<file path="config.mk">
export PLATFORM = sky130hd
export DESIGN_NAME = sqrt_seq_flat
export DESIGN_NICKNAME = d
export VERILOG_FILES = /design/src/rtl/sqrt_seq_if.sv /design/src/rtl/sqrt_seq.sv /design/src/flat_wrapper.sv
export SDC_FILE = /design/constraint.sdc
export NUM_CORES = 1
export LEC_CHECK = 0
export ABC_AREA = 1
export CAP_MARGIN = 20
export CORE_ASPECT_RATIO = 2
export CORE_MARGIN = 2
export CORE_UTILIZATION = 58
export CTS_BUF_LIST = sky130_fd_sc_hd__clkbuf_8
export CTS_CLUSTER_SIZE = 28
export DETAILED_ROUTE_END_ITERATION = 10
export DONT_BUFFER_PORTS = 1
export PLACE_DENSITY_LB_ADDON = 0.1
export SETUP_SLACK_MARGIN = 0.3
export SLEW_MARGIN = 20
export SYNTH_ARGS = -nofsm -noshare
export SYNTH_HDL_FRONTEND = slang
export SYNTH_SLANG_ARGS = --single-unit
</file>
<file path="constraint.sdc">
create_clock -name clk_i -period 14.6 [get_ports clk_i]
set_input_delay 1.46 -clock clk_i [delete_from_list [all_inputs] [get_ports clk_i]]
set_output_delay 1.46 -clock clk_i [all_outputs]
set_load 0.02 [all_outputs]
</file>
<file path="src/rtl/sqrt_seq_if.sv">
// sqrt_seq_if: operand/result handshake bundle for the sqrt_seq unit.
//   WIDTH     operand width (must match the sqrt_seq instance)
//   start_i   launch request (consumer -> unit)
//   x_i       unsigned operand, WIDTH bits (consumer -> unit)
//   busy_o    unit not idle (unit -> consumer)
//   valid_o   one-cycle result strobe (unit -> consumer)
//   result_o  square root, WIDTH/2 bits (unit -> consumer)
//   rem_o     remainder x - floor(sqrt(x))^2, WIDTH/2+1 bits (unit -> consumer)
// Modports: master = consumer side, slave = sqrt_seq side.
interface sqrt_seq_if #(
  parameter int WIDTH = 8
);
  localparam int HALF = WIDTH / 2;

  logic              start_i;
  logic [WIDTH-1:0]  x_i;
  logic              busy_o;
  logic              valid_o;
  logic [HALF-1:0]   result_o;
  logic [HALF:0]     rem_o;

  modport master (
    output start_i, x_i,
    input  busy_o, valid_o, result_o, rem_o
  );

  modport slave (
    input  start_i, x_i,
    output busy_o, valid_o, result_o, rem_o
  );
endinterface

</file>
<file path="src/rtl/sqrt_seq.sv">
// sqrt_seq: sequential unsigned integer square root, one result bit per clock,
// MSB first, with start/valid handshake, busy flag and remainder output.
//   WIDTH     operand width, even and >= 2 (HALF = WIDTH/2 result bits)
//   clk_i     clock, rising edge
//   rst_i     synchronous active-high reset
//   bus       sqrt_seq_if.slave: start_i, x_i, busy_o, valid_o, result_o, rem_o
// Latency: accept edge, HALF iteration edges, then a one-cycle valid_o pulse.
// Optional macro SQRT_ROUND_EN: result_o is rounded to nearest (saturating);
// rem_o always reports x - floor(sqrt(x))^2.
module sqrt_seq #(
  parameter int WIDTH = 8
) (
  input  logic        clk_i,
  input  logic        rst_i,
  sqrt_seq_if.slave   bus
);
  localparam int HALF = WIDTH / 2;
  localparam int CW   = (HALF > 1) ? $clog2(HALF) : 1;
  // One spare bit so the trial-square comparison can never wrap.
  localparam int SW   = WIDTH + 1;

  generate
    if ((WIDTH < 2) || ((WIDTH % 2) != 0)) begin : g_width_check
      $error("sqrt_seq: WIDTH must be even and >= 2");
    end
  endgenerate

  typedef enum logic [1:0] {IDLE, CALC, DONE} state_t;

  state_t            state_q, state_d;
  logic [WIDTH-1:0]  x_q, x_d;
  logic [HALF-1:0]   root_q, root_d;
  logic [WIDTH-1:0]  acc_q, acc_d;      // always root_q squared
  logic [CW-1:0]     cnt_q, cnt_d;      // bit position under trial
  logic [HALF-1:0]   result_q, result_d;
  logic [HALF:0]     rem_q, rem_d;
  logic              busy, valid;

  logic [HALF-1:0]   bit_mask;
  logic [SW-1:0]     trial_sq;
  logic              keep;
  logic [HALF-1:0]   root_step;
  logic [WIDTH-1:0]  acc_step;
  logic [HALF:0]     rem_step;
  logic [HALF-1:0]   res_final;

  // (root | 2^b)^2 = root^2 + 2^(2b) + root*2^(b+1), since root has no bits at or below b.
  always_comb begin
    bit_mask  = HALF'(1) << cnt_q;
    trial_sq  = SW'(acc_q) + (SW'(1) << {cnt_q, 1'b0}) + ((SW'(root_q) << cnt_q) << 1);
    keep      = (trial_sq <= SW'(x_q));
    root_step = keep ? (root_q | bit_mask) : root_q;
    acc_step  = keep ? trial_sq[WIDTH-1:0] : acc_q;
    // True remainder is at most 2*root, so the low HALF+1 bits are exact.
    rem_step  = x_q[HALF:0] - acc_step[HALF:0];
`ifdef SQRT_ROUND_EN
    if ((rem_step > {1'b0, root_step}) && (root_step != '1)) begin
      res_final = root_step + 1'b1;
    end else begin
      res_final = root_step;
    end
`else
    res_final = root_step;
`endif
  end

  always_comb begin
    state_d  = state_q;
    x_d      = x_q;
    root_d   = root_q;
    acc_d    = acc_q;
    cnt_d    = cnt_q;
    result_d = result_q;
    rem_d    = rem_q;
    busy     = 1'b1;
    valid    = 1'b0;
    unique case (state_q)
      IDLE: begin
        busy = 1'b0;
        if (bus.start_i) begin
          x_d     = bus.x_i;
          root_d  = '0;
          acc_d   = '0;
          cnt_d   = CW'(HALF - 1);
          state_d = CALC;
        end
      end
      CALC: begin
        root_d = root_step;
        acc_d  = acc_step;
        if (cnt_q == '0) begin
          result_d = res_final;
          rem_d    = rem_step;
          state_d  = DONE;
        end else begin
          cnt_d = cnt_q - 1'b1;
        end
      end
      DONE: begin
        valid   = 1'b1;
        state_d = IDLE;
      end
      default: state_d = IDLE;
    endcase
  end

  always_ff @(posedge clk_i) begin
    if (rst_i) begin
      state_q <= IDLE;
    end else begin
      state_q <= state_d;
    end
  end

  always_ff @(posedge clk_i) begin
    if (rst_i) begin
      x_q      <= '0;
      root_q   <= '0;
      acc_q    <= '0;
      cnt_q    <= '0;
      result_q <= '0;
      rem_q    <= '0;
    end else begin
      x_q      <= x_d;
      root_q   <= root_d;
      acc_q    <= acc_d;
      cnt_q    <= cnt_d;
      result_q <= result_d;
      rem_q    <= rem_d;
    end
  end

  assign bus.busy_o   = busy;
  assign bus.valid_o  = valid;
  assign bus.result_o = result_q;
  assign bus.rem_o    = rem_q;

endmodule

</file>
<file path="src/flat_wrapper.sv">
// flat-port wrapper written by rule: the top's interface ports become plain ports
module sqrt_seq_flat 
#(
  parameter int WIDTH = 8
)
  (clk_i, rst_i, bus_start_i, bus_x_i, bus_busy_o, bus_valid_o, bus_result_o, bus_rem_o);
  sqrt_seq_if #(.WIDTH(WIDTH)) bus_i ();
  input  logic clk_i;
  input  logic rst_i;
  input wire logic [$bits(bus_i.start_i)-1:0] bus_start_i;
  input wire logic [$bits(bus_i.x_i)-1:0] bus_x_i;
  output wire logic [$bits(bus_i.busy_o)-1:0] bus_busy_o;
  output wire logic [$bits(bus_i.valid_o)-1:0] bus_valid_o;
  output wire logic [$bits(bus_i.result_o)-1:0] bus_result_o;
  output wire logic [$bits(bus_i.rem_o)-1:0] bus_rem_o;
  assign bus_i.start_i = bus_start_i;
  assign bus_i.x_i = bus_x_i;
  assign bus_busy_o = bus_i.busy_o;
  assign bus_valid_o = bus_i.valid_o;
  assign bus_result_o = bus_i.result_o;
  assign bus_rem_o = bus_i.rem_o;
  sqrt_seq #(.WIDTH(WIDTH)) u_core (.clk_i(clk_i), .rst_i(rst_i), .bus(bus_i));
endmodule
</file>
**Yosys cells after proc, flatten, opt, wreduce, memory -nomap -nowiden**

Index checks and enable logic that the tools add are counted.

- $add $sub $neg: 4
- $lt $le $gt $ge: 1
- Eq/ne operators: 6
- Shifts and indexed selects: 3
- Multiplexer cells: 14
- Bitwise operators: 1
- Reductions and logical operators: 9

Operators by type and width:

| operator | count |
|---|---|
| 8-bit 2-to-1 mux | 2 |
| 8-bit one-hot mux with 2 select lines | 1 |
| 8-bit by 9-bit adder with 9-bit output | 1 |
| 9-bit adder | 1 |
| 9-bit by 8-bit less-or-equal comparator with 1-bit output | 1 |
| 1-bit by 3-bit << shifter with 9-bit output (first input constant) | 1 |
| 2-bit 2-to-1 mux | 4 |
| 4-bit 2-to-1 mux | 2 |
| 2-bit one-hot mux with 2 select lines | 2 |
| 4-bit one-hot mux with 2 select lines | 1 |
| 2-bit AND reduction | 4 |
| 4-bit by 2-bit << shifter with 8-bit output | 1 |
| 3-bit AND reduction | 2 |
| 5-bit subtractor | 1 |
| 2-bit logical NOT | 2 |
| 2-bit by 1-bit inequality test with 1-bit output (second input constant) | 2 |
| 2-bit inequality test (second input constant) | 2 |
| 4-bit OR | 1 |
| 1-bit by 2-bit << shifter with 4-bit output (first input constant) | 1 |
| 2-bit by 1-bit equality test with 1-bit output (second input constant) | 1 |
| 2-bit equality test (second input constant) | 1 |
| 1-bit 2-to-1 mux | 2 |
| 2-bit nonzero test | 1 |
| 2-bit by 1-bit subtractor with 2-bit output (second input constant) | 1 |

- Bits in registers: 33
- Output and inout bits: 11
- Word-level logic and storage cells: 46

**Logic depth before layout (Yosys ltp)**

Gate-level depths: netlist of run 1.

- Depth in word-level cells: 6
- Gate-level depth with buffers: 31
- Gate-level depth less buffers: 31

**Least setup slack after synthesis of run 1**

OpenSTA, ideal clock, no wires.

- Path kind: reg-to-reg
- From: reg u_core.cnt_q[0]
- To: reg u_core.rem_q[4], in the netlist u_core.bus.rem_o[4]
- Setup time: 109 ps
- Data arrival time: 4507 ps
- Required time: 14491 ps
- Setup slack: 9984 ps
- Stages on the path, launching flop included: 30
- Path through: dfxtp_1 -> clkbuf_1 -> o21ai_0 -> nand2_1 -> nand2_1 -> fa_1 -> inv_1 -> ha_1 -> a21oi_1 -> nand2_1 -> a21oi_1 -> o21bai_1 -> xor2_1 -> ha_1 -> and3_1 -> nand2_1 -> nand2_1 -> nand2_2 -> nand2_8 -> nand2_1 -> o21ai_2 -> ha_1 -> fa_1 -> o21ai_0 -> xor2_1 -> inv_1 -> nand3_1 -> nand3_1 -> nand2_1 -> inv_1

- Word-level cells in the longest chain between the ends: 6
- Elaborated cells between the ends (all ways): 9
- Classes of those cells: 3 x add/sub; 1 x order compare; 2 x shift; 1 x mux; 2 x reduce/logical

Ends and longest elaborated chain:

| element | line | RTL |
|---|---|---|
| start: declaration | sqrt_seq.sv:34 | `logic [CW-1:0] cnt_q, cnt_d;` |
| start signal: assignment | sqrt_seq.sv:127 | `cnt_q <= cnt_d;` |
| 1-bit by 3-bit << shifter with 9-bit output | sqrt_seq.sv:50 | `trial_sq = SW'(acc_q) + (SW'(1) << {cnt_q, 1'b0}) + ((SW'(root_q) << cnt_q) << 1);` |
| 8-bit by 9-bit adder with 9-bit output | sqrt_seq.sv:50 |  |
| 9-bit adder | sqrt_seq.sv:50 |  |
| 9-bit by 8-bit less-or-equal comparator with 1-bit output | sqrt_seq.sv:51 | `keep = (trial_sq <= SW'(x_q));` |
| 8-bit 2-to-1 mux | sqrt_seq.sv:53 | `acc_step = keep ? trial_sq[WIDTH-1:0] : acc_q;` |
| 5-bit subtractor | sqrt_seq.sv:55 | `rem_step = x_q[HALF:0] - acc_step[HALF:0];` |
| end signal: assignment | sqrt_seq.sv:129 | `rem_q <= rem_d;` |
| end: declaration | sqrt_seq.sv:36 | `logic [HALF:0] rem_q, rem_d;` |

Parallel ways exist; a longest one is shown, timed or not. The select of a mux whose other input is x is not followed.
A chain may end at the register's enable or synchronous reset.

**Worst setup path after layout of run 1**

- From: reg u_core.cnt_q[1]
- To: reg u_core.rem_q[4], in the netlist u_core.bus.rem_o[4]

The elaborated chain is that of the path after synthesis.

==> results of run 1 <==
-- cell type report --
type                            instances  area, um^2
Multi-Input combinational cell        206        1405
Inverter                               46       177.7
Clock buffer                            6       82.58
Clock inverter                          2       33.78
Tap cell                               51       63.81
Sequential cell                        33       660.6
Fill cell                             341        1380
-- through the flow --
stage	total power, mW	std cells
after detailed placement	0.2771	336
after CTS	0.3686	344
final	0.3653	344
after global routing	0.3955	344
after floorplan	0.2451	293
after global placement	0.2748	336
-- power breakdown --
part	total [mW]	internal (mW)	leakage, nW	switching, mW
registers	0.108	0.0983	0.270	0.00991
clock network	0.0905	0.0550	0.0626	0.0356
logic	0.167	0.0612	0.824	0.105
total	0.365	0.214	1.16	0.151
-- final timing paths --
check / from / depth (start not counted) / to
max: u_core.cnt_q[1] / 26 / u_core.bus.rem_o[4]
min: u_core.x_q[7] / 2 / u_core.x_q[7]
max reg2reg: u_core.cnt_q[1] / 26 / u_core.bus.rem_o[4]
min reg2reg: u_core.x_q[7] / 2 / u_core.x_q[7]
-- cell families after synthesis --
group / count (synthesis)
and+or+nand+nor: 98
adders and majority gates: 33
DFF: 33
muxes: 2
buffers and inverters: 54
xor gates and xnor gates: 8
AOI/OAI and AO/OA: 65
-- routing by layer --
layer / vias up / track usage (%) / part of all wire, %
met1: 818 / 26.94 / 40
li1: 952 / - / -
met4: 0 / 11.04 / 2.8
met5: - / 0 / 0
met3: 14 / 4.873 / 2.5
met2: 26 / 41.67 / 55
-- worst max-delay path: stages, from the launching register on --
cell	delay (ns)
dfxtp_1	0.49
inv_1	0.19
ha_1	0.27
fa_1	0.51
fa_1	0.48
nand3_1	0.08
nand2_1	0.08
a21oi_1	0.15
o21bai_1	0.10
xor2_1	0.19
ha_1	0.27
and3_1	0.20
nand2_1	0.07
nand2_1	0.06
nand2_2	0.12
nand2_8	0.10
nand2_1	0.09
o21ai_2	0.07
ha_1	0.20
fa_1	0.40
o21ai_0	0.23
xor2_1	0.21
inv_1	0.06
nand3_1	0.08
nand3_1	0.07
nand2_1	0.08
inv_1	0.03
-- placed cells by master (no fill, tap or decap), types with 2 or more instances in the layout --
cell type	instances
inv_1	45
nand2_1	45
dfxtp_1	33
ha_1	28
a21oi_1	27
nand3_1	19
o21ai_0	18
nor2_1	14
nand2_2	8
xor2_1	7
a21oi_2	7
clkbuf_8	6
fa_1	5
o21ai_1	3
nor3_2	3
mux2i_1	2
nor3_1	2
o21bai_1	2
nand3b_1	2
a31oi_1	2
o21a_1	2
-- sequential cells by signal (all words and copies together) (netlist names) --
name	count
u_core.state_q	2
u_core.bus.result_o	4
u_core.cnt_q	2
u_core.x_q	8
u_core.root_q	4
u_core.bus.rem_o	5
u_core.acc_q	8
==> metrics.yaml, run 1 <==
synth_compound_area_share_pct: 16.88
syn_area_per_cell_um2: 7.768
port-buffer-count: 0
gp_congestion: 0.8933
tightestPinTransition_ns: 0.7644
setup-tns-final_ns: 0
fin_util_pct: 63.72
cp-end-kind: "flop"
status: "complete, no violations"
hold_viol: 0
finalSetupViolCount: 0
postCtsHoldBufs: 0
firstDrtPassIters: 4
ff2ff_setup_slack_ns: 9.63
clock-sinks: 33
fin_nets: 336
drtIter0Drc: 27
hp-class: "reg -> reg"
ctsResizeCount: 0
routed_wl_um: 4816
synth_fa_ha_area_share_pct: 19.79
syn_area_um2: 2276
hpwl_um: 3817
dieWidth_um: 48.30
synthXorXnorAreaFrac_pct: 3.079
grt_pass1_vias: 1755
syn_nets: 337
post-place-ws_ns: 9.686
synth_flop_cell: "dfxtp_1"
cts_max_level: 2
dpl_cell_area_um2: 2307
drv_slew: 0
track_usage_pct: 24.50
die_y_um: 92.59
finalInstanceArea_um2: 2424
ios: 22
tritoncts: "done"
p_leak_nw: 1.157
antenna_found_initial: 0
cp_max_fo: 9
synth_top_family_by_area: "simple AND/OR/NAND/NOR gates"
clk_latency_ns: 0.29
finClkSkew_ns: 0.007222
async_flop_share_pct: 0
maxCapViolations: 0
drive_gt1_share_pct: 11.26
synth_cells: 293
die_area_um2: 4472
grt-ovfl-total: 0
path_clk_slew_ns: 0.07
rsz0062_at_grt: "no"
ant_nets: 0
relSlewSlack_pct: 48.92
row_count: 32
period_needed_ns: 4.966
synth_cell_types: 35
syn_to_final_growth_pct: 6.487
yosys.area_share.simple_pct: 21.11
peakVddDrop_uv: 123.9
critPathRequiredTime_ns: 14.79
cts_setup_buffers: 0
yosys_register_bits: 33
synthMuxAreaShare_pct: 0.8796
yosysTopAreaCell: "dfxtp_1"
synth_common_cells: "nand2_1, inv_1, dfxtp_1, ha_1, a21oi_1"
cp-start-kind: "flop"
synth_edf_count: 0
core_um2: 3804
fmax_mhz: 201.4
drt-vias-per-instance: 5.262
cts_buffers: 5
ys_seq_area_share_pct: 29.03
ys_warn_count: 0
final.setup.worst_slack_ns: 9.634
diodes: 0
grt_max_degree: 25
post-route-period-util_pct: 34.01
grt_pass1_wl_um: 7762
power_density_nw_per_um2: 150.7
avgRoutedWirePerCell_um: 14.00
vias: 1810
criticalPathCategory: "reg -> reg"
route.detailed.drc: 0
clockBufferDepth: 2
clk_root_buffer_cell: "clkbuf_8"
arrival_ns: 5.16
ys_top_cells_by_area: "dfxtp_1, ha_1, nand2_1, inv_1, a21oi_1"
start_util_pct: 59.84
holdWs_ns: 0.4630
yosysMostFrequentCell: "nand2_1"
synth_top_area_share_pct: 29.03
Note: power is estimated with default switching activity, not from simulation.
==> inputs of run 2 (changes only) <==
==> constraint.sdc (replaced) <==
create_clock -name clk_i -period 4.9 [get_ports clk_i]
set_input_delay 0.49 -clock clk_i [delete_from_list [all_inputs] [get_ports clk_i]]
set_output_delay 0.49 -clock clk_i [all_outputs]
set_load 0.02 [all_outputs]
==> run 2 against run 1 <==
Compared with the run above: clock skew grew 0.00052 ns; highest routed layer unchanged; sequential power grew to 3.0 times the previous value; via count grew 9.4%; sequential share of layout area shrank 2.5 points; register-to-register slack lost 9.2 ns; cell area grew 12%; combinational power grew to 4.2 times the previous value; worst setup slack lost 9.2 ns; power grew to 3.3 times the previous value; critical path depth grew 1.
==> metrics.yaml, run 2 (synthesized netlist as in run 1, its figures left out) <==
grt_pass1_wl_um: 7776  # +0.18%
p_leak_nw: 1.224  # +5.8%
maxCapViolations: 0  # unchanged
holdPathEnd: "u_core.acc_q[7]"
antenna_found_initial: 0  # unchanged
syn_to_final_growth_pct: 19.63
final.setup.worst_slack_ns: 0.4493  # -9.185 ns
cp-start-kind: "flop"
vias: 1980  # +9.4%
path_clk_slew_ns: 0.08  # about the same
grt_max_degree: 25  # unchanged
avgRoutedWirePerCell_um: 15.43  # +10%
status: "complete, no violations"
r2r_end: "u_core.bus.rem_o[4]"
ant_nets: 0  # unchanged
clock-sinks: 33  # unchanged
relSlewSlack_pct: 49.83  # +0.92 points
row_count: 32  # unchanged
cts_buffers: 5  # unchanged
die_area_um2: 4472  # unchanged
route.detailed.drc: 0  # unchanged
track_usage_pct: 24.38  # -0.12 points
critPathRequiredTime_ns: 5.09  # -9.70 ns
fin_util_pct: 71.58  # +7.9 points
fillers: 314  # -7.9%
port-buffer-count: 0  # unchanged
cp-end-kind: "flop"
gp_congestion: 0.9161  # +2.6%
grt_pass1_vias: 1857  # +5.8%
power_density_nw_per_um2: 449.4  # +200%
clk_root_buffer_cell: "clkbuf_8"
start_util_pct: 59.84  # unchanged
rsz0062_at_grt: "no"
final_common_cell: "inv_1"
finalSetupViolCount: 0  # unchanged
finClkSkew_ns: 0.007742  # +0.0005192 ns
post-place-ws_ns: -0.01945  # -9.705 ns
min_path_cells: 1  # -1
cp_max_fo: 6  # -3
peakVddDrop_uv: 378.8  # +210%
drtIter0Drc: 50  # +85%
diodes: 0  # unchanged
period_needed_ns: 4.451  # -0.5149 ns
drt-vias-per-instance: 5.500  # +4.5%
firstDrtPassIters: 6  # +2
rr_startpoint: "u_core.cnt_q[0]"
arrival_ns: 4.64  # -0.52 ns
clk_latency_ns: 0.29  # about the same
hold_viol: 0  # unchanged
routed_wl_um: 5555  # +15%
drv_slew: 0  # unchanged
tritoncts: "done"
hpwl_um: 3812  # -0.14%
criticalPathCategory: "reg -> reg"
tightestPinTransition_ns: 0.7507  # -0.01372 ns
hp-class: "in -> reg"
fin_nets: 352  # +4.8%
r2r_cells: 27  # +3.8%
post-route-period-util_pct: 90.83  # +57 points
ios: 22  # unchanged
ff2ff_setup_slack_ns: 0.45  # -9.19 ns
die_y_um: 92.59  # unchanged
dieWidth_um: 48.30  # unchanged
layout_common_cells: "inv_1, nand2_1, dfxtp_1"
drive_gt1_share_pct: 28.80  # +18 points
fmax_mhz: 224.7  # +12%
cts_max_level: 2  # unchanged
clockBufferDepth: 2  # unchanged
grt-ovfl-total: 0  # unchanged
worstHoldStart: "rst_i"
core_um2: 3804  # unchanged
-- run 2: changes by cell type in the layout (fill, tap and decap cells not counted), sizes merged --
cell and delta:
clkinvlp +1, bufinv -1, inv -1, clkinv +2, nand2 +1, buf +14
-- run 2: worst max-delay path by stage --
| stage | depth (start not counted) | end | slack (ns) | startpoint |
|---|---|---|---|---|
| 5_1_grt | 30 | u_core.bus.rem_o[4] | 0.12 | u_core.root_q[0] |
| 6_report | 27 | u_core.bus.rem_o[4] | 0.45 | u_core.cnt_q[0] |
| 2_1_floorplan | 29 | u_core.bus.rem_o[4] | 0.41 | u_core.cnt_q[0] |
| 3_5_place_dp | 26 | u_core.bus.rem_o[4] | -0.02 | u_core.cnt_q[1] |
| 3_3_place_gp | 26 | u_core.bus.rem_o[4] | 0.12 | u_core.cnt_q[1] |
| 4_1_cts | 28 | u_core.bus.rem_o[4] | 0.31 | u_core.root_q[0] |
-- run 2: layout make-up --
cell class	count	area, um^2	area share (%)
clock inverters	3	17.52	0.6434
inverters	46	180.2	6.618
multi-input cells	207	1605	58.96
repair buffers	15	113.9	4.182
flip-flops and latches	33	673.1	24.72
clock buffers	5	68.82	2.528
well taps	51	63.81	2.344
-- run 2: per-layer routing --
layer | track usage, % | up-vias | wire length, um
li1 | - | 993 | -
met1 | 26.17 | 925 | 2129
met2 | 42.21 | 45 | 3096
met3 | 4.483 | 17 | 147
met4 | 11.04 | 0 | 182
met5 | 0 | - | 0
-- run 2: timing repair --
action / in CTS / in global routing
setup buffers: 1 / 12
resized for setup: 11 / 47
pin swaps: 6 / 32
gates cloned: 0 / 1
hold buffers: 0 / 0
endpoints found under the setup margin: 1 / 2
-- run 2: where the power goes --
group | internal (mW) | total, mW | leakage [nW] | switching, mW
registers | 0.294 | 0.324 | 0.272 | 0.0307
logic | 0.289 | 0.695 | 0.908 | 0.407
clock network | 0.0979 | 0.204 | 0.0439 | 0.106
-- run 2: critical path: stages (launching register included) --
cell and delay [ns]:
dfxtp_4 0.42, buf_6 0.15, ha_4 0.14, fa_2 0.47, ha_4 0.28, nand3_2 0.07
nand2_2 0.10, xor2_1 0.33, ha_1 0.32, nand2_1 0.10, nor2_1 0.08, nand2_1 0.06
nand3_1 0.09, nand2_2 0.09, nand2_2 0.06, nand2_4 0.09, nand2_8 0.08, nand2_4 0.08
o21ai_4 0.07, ha_4 0.17, fa_2 0.37, o21ai_2 0.16, xor2_1 0.20, inv_1 0.07
nand3_1 0.06, nand3_1 0.06, nand2_1 0.09, inv_1 0.04
-- run 2: metrics by stage --
step           instance area (um^2)   TNS, ns  std cells  hold WS (ns)  power (mW)
2_1_floorplan                  2277         0        293        0.4355      0.7307
3_3_place_gp                   2322         0        338        0.4491      0.8222
3_5_place_dp                   2322  -0.01945        338        0.4562      0.8311
4_1_cts                        2445         0        347        0.2453       1.063
5_1_grt                        2723         0        360        0.2411       1.311
6_report                       2723         0        360        0.2486       1.224
==> inputs of run 3 (changes only) <==
--- a/config.mk
+++ b/config.mk
@@ -14,8 +14,10 @@
 export CTS_CLUSTER_SIZE = 28
 export DETAILED_ROUTE_END_ITERATION = 10
 export DONT_BUFFER_PORTS = 1
+export GPL_ROUTABILITY_DRIVEN = 1
 export PLACE_DENSITY_LB_ADDON = 0.1
 export SETUP_SLACK_MARGIN = 0.3
+export SKIP_CTS_REPAIR_TIMING = 1
 export SLEW_MARGIN = 20
 export SYNTH_ARGS = -nofsm -noshare
 export SYNTH_HDL_FRONTEND = slang
==> run 3 against run 2 <==
Compared with the run above: sequential share of layout area is 0.19 points higher; sequential power about the same; maximum frequency rose by 0.33%; critical path type unchanged; largest cell class unchanged.
==> metrics.yaml, run 3 (synthesized netlist as in run 1, its figures left out) <==
grt_pass1_wl_um: 7803  # +0.35%
grt-ovfl-total: 0  # unchanged
busiest_layer: "met2"
dieWidth_um: 48.30  # unchanged
drive_gt1_share_pct: 27.87  # -0.93 points
clk_latency_ns: 0.29  # about the same
fin_total_pwr_mw: 1.199  # -2.0%
avgRoutedWirePerCell_um: 15.38  # -0.35%
grt_max_degree: 25  # unchanged
rsz0062_at_grt: "yes"
setup-tns-final_ns: 0  # unchanged
path_clk_slew_ns: 0.08  # about the same
ios: 22  # unchanged
cp-start-kind: "flop"
r2r_end: "u_core.bus.rem_o[4]"
diodes: 0  # unchanged
pwr-share-clk_pct: 17.0  # +0.3 points
relSlewSlack_pct: 50.86  # +1.0 points
final_common_cell: "inv_1"
tritoncts: "done"
regArea_um2: 671.9  # -0.19%
drtIter0Drc: 51  # +2.0%
hp-class: "in -> reg"
grt_util_met1_pct: 26.35  # +0.19 points
fillers: 310  # -1.3%
holdPathEnd: "u_core.acc_q[7]"
finClkSkew_ns: 0.007523  # -0.0002182 ns
worstHoldStart: "rst_i"
min_path_cells: 1  # unchanged
power_density_nw_per_um2: 444.8  # -1.0%
clock-sinks: 33  # unchanged
cts_buffers: 5  # unchanged
hold_viol: 0  # unchanged
routed_wl_um: 5474  # -1.5%
drt-vias-per-instance: 5.520  # +0.36%
arrival_ns: 4.63  # about the same
cp-end-kind: "flop"
tightestPinTransition_ns: 0.7353  # -0.01535 ns
drv_slew: 0  # unchanged
r2r_cells: 27  # unchanged
die_area_um2: 4472  # unchanged
p_leak_nw: 1.202  # -1.7%
criticalPathCategory: "reg -> reg"
peakVddDrop_uv: 373.7  # -1.3%
clockBufferDepth: 2  # unchanged
finalInstanceArea_um2: 2696  # -0.96%
row_count: 32  # unchanged
grt_pass1_vias: 1854  # -0.16%
finalSetupViolCount: 0  # unchanged
layout_common_cells: "inv_1, nand2_1, dfxtp_1"
route.detailed.drc: 0  # unchanged
post-place-ws_ns: -0.01945  # unchanged
firstDrtPassIters: 4  # -2
vias: 1965  # -0.76%
switchingPower_mw: 0.5326  # -2.0%
syn_to_final_growth_pct: 18.47
rr_startpoint: "u_core.cnt_q[0]"
maxCapViolations: 0  # unchanged
period_needed_ns: 4.436  # -0.01483 ns
met2_usage_pct: 42.32  # +0.11 points
start_util_pct: 59.84  # unchanged
multiInputGateArea_um2: 1610  # +0.31%
antenna_found_initial: 0  # unchanged
die_y_um: 92.59  # unchanged
final.setup.worst_slack_ns: 0.4642  # +0.01483 ns
core_um2: 3804  # unchanged
swShare_pct: 44.40  # about the same
crit_start: "u_core.cnt_q[0]"
pwr-share-comb_pct: 55.9  # -0.9 points
met3_usage_pct: 4.678  # +0.19 points
ff2ff_setup_slack_ns: 0.46  # about the same
clk_root_buffer_cell: "clkbuf_8"
dpl_cell_area_um2: 2322  # unchanged
gp_congestion: 0.9161  # unchanged
port-buffer-count: 0  # unchanged
track_usage_pct: 24.47  # +0.091 points
post-route-period-util_pct: 90.53  # -0.30 points
critPathRequiredTime_ns: 5.09  # about the same
ant_nets: 0  # unchanged
status: "complete, no violations"
cts_max_level: 2  # unchanged
fin_nets: 348  # -1.1%
fmax_mhz: 225.4  # +0.33%
p_int_mw: 0.6668  # -2.0%
cp_max_fo: 6  # unchanged
seqPwrFrac_pct: 27.1  # +0.6 points
hpwl_um: 3812  # unchanged
run 3: changes by cell type in the layout (fill, tap and decap cells not counted):
cell | previous run | this run
nand3_2 | 2 | 3
nand3_4 | 1 | 0
ha_1 | 20 | 19
ha_4 | 6 | 7
buf_4 | 13 | 9
dfxtp_2 | 1 | 0
dfxtp_1 | 29 | 30
run 3: layout make-up:
| type | count | share of cell area (%) |
|---|---|---|
| clock buffers | 5 | 2.552 |
| clock inverters | 3 | 0.6497 |
| inverters | 46 | 6.682 |
| multi-input cells | 207 | 59.72 |
| flip-flops and latches | 33 | 24.92 |
| well taps | 51 | 2.367 |
| repair buffers | 11 | 3.109 |
run 3: power groups by stage:
stage / sequential, mW / combinational (mW) / clock, mW
floorplan: 0.321 / 0.410 / 0
global placement: 0.327 / 0.495 / 0
detailed placement: 0.328 / 0.503 / 0
CTS: 0.322 / 0.509 / 0.210
global route: 0.328 / 0.740 / 0.218
finish: 0.325 / 0.670 / 0.204
run 3: per-stage QoR:
stage | util (%) | hold WS [ns] | std cells
global route | 70.89 | 0.2410 | 356
detailed placement | 61.05 | 0.4562 | 338
CTS | 63.32 | 0.2465 | 346
floorplan | - | 0.4355 | 293
global placement | 61.05 | 0.4491 | 338
finish | 70.89 | 0.2506 | 356
run 3: how the worst max path moves through the flow:
stage                           to  slack [ns]  depth (start not counted)
2_1_floorplan  u_core.bus.rem_o[4]        0.41                         29
6_report       u_core.bus.rem_o[4]        0.46                         27
4_1_cts        u_core.bus.rem_o[4]       -0.05                         26
3_3_place_gp   u_core.bus.rem_o[4]        0.12                         26
3_5_place_dp   u_core.bus.rem_o[4]       -0.02                         26
5_1_grt        u_core.bus.rem_o[4]        0.20                         29
run 3: per-layer routing:
| layer | part of all wire, % | vias to the layer above |
|---|---|---|
| met2 | 56 | 44 |
| met3 | 3.0 | 16 |
| met5 | 0 | - |
| li1 | - | 982 |
| met4 | 3.7 | 0 |
| met1 | 37 | 923 |
run 3: worst max-delay path, cell delays in order (launching register included):
cell,delay [ns]
dfxtp_4,0.42
buf_6,0.15
ha_4,0.16
fa_2,0.48
fa_2,0.40
nand3_2,0.08
nand2_2,0.06
a21oi_2,0.12
o21bai_1,0.10
xor2_1,0.19
ha_1,0.32
and3_4,0.20
nand2_2,0.05
nand2_2,0.08
nand2_4,0.08
buf_4,0.15
nand2_4,0.08
nand2_2,0.07
nand2_2,0.08
inv_1,0.05
fa_2,0.35
o21ai_2,0.13
xor2_1,0.21
inv_1,0.06
nand3_1,0.06
nand3_1,0.06
nand2_1,0.09
inv_1,0.04
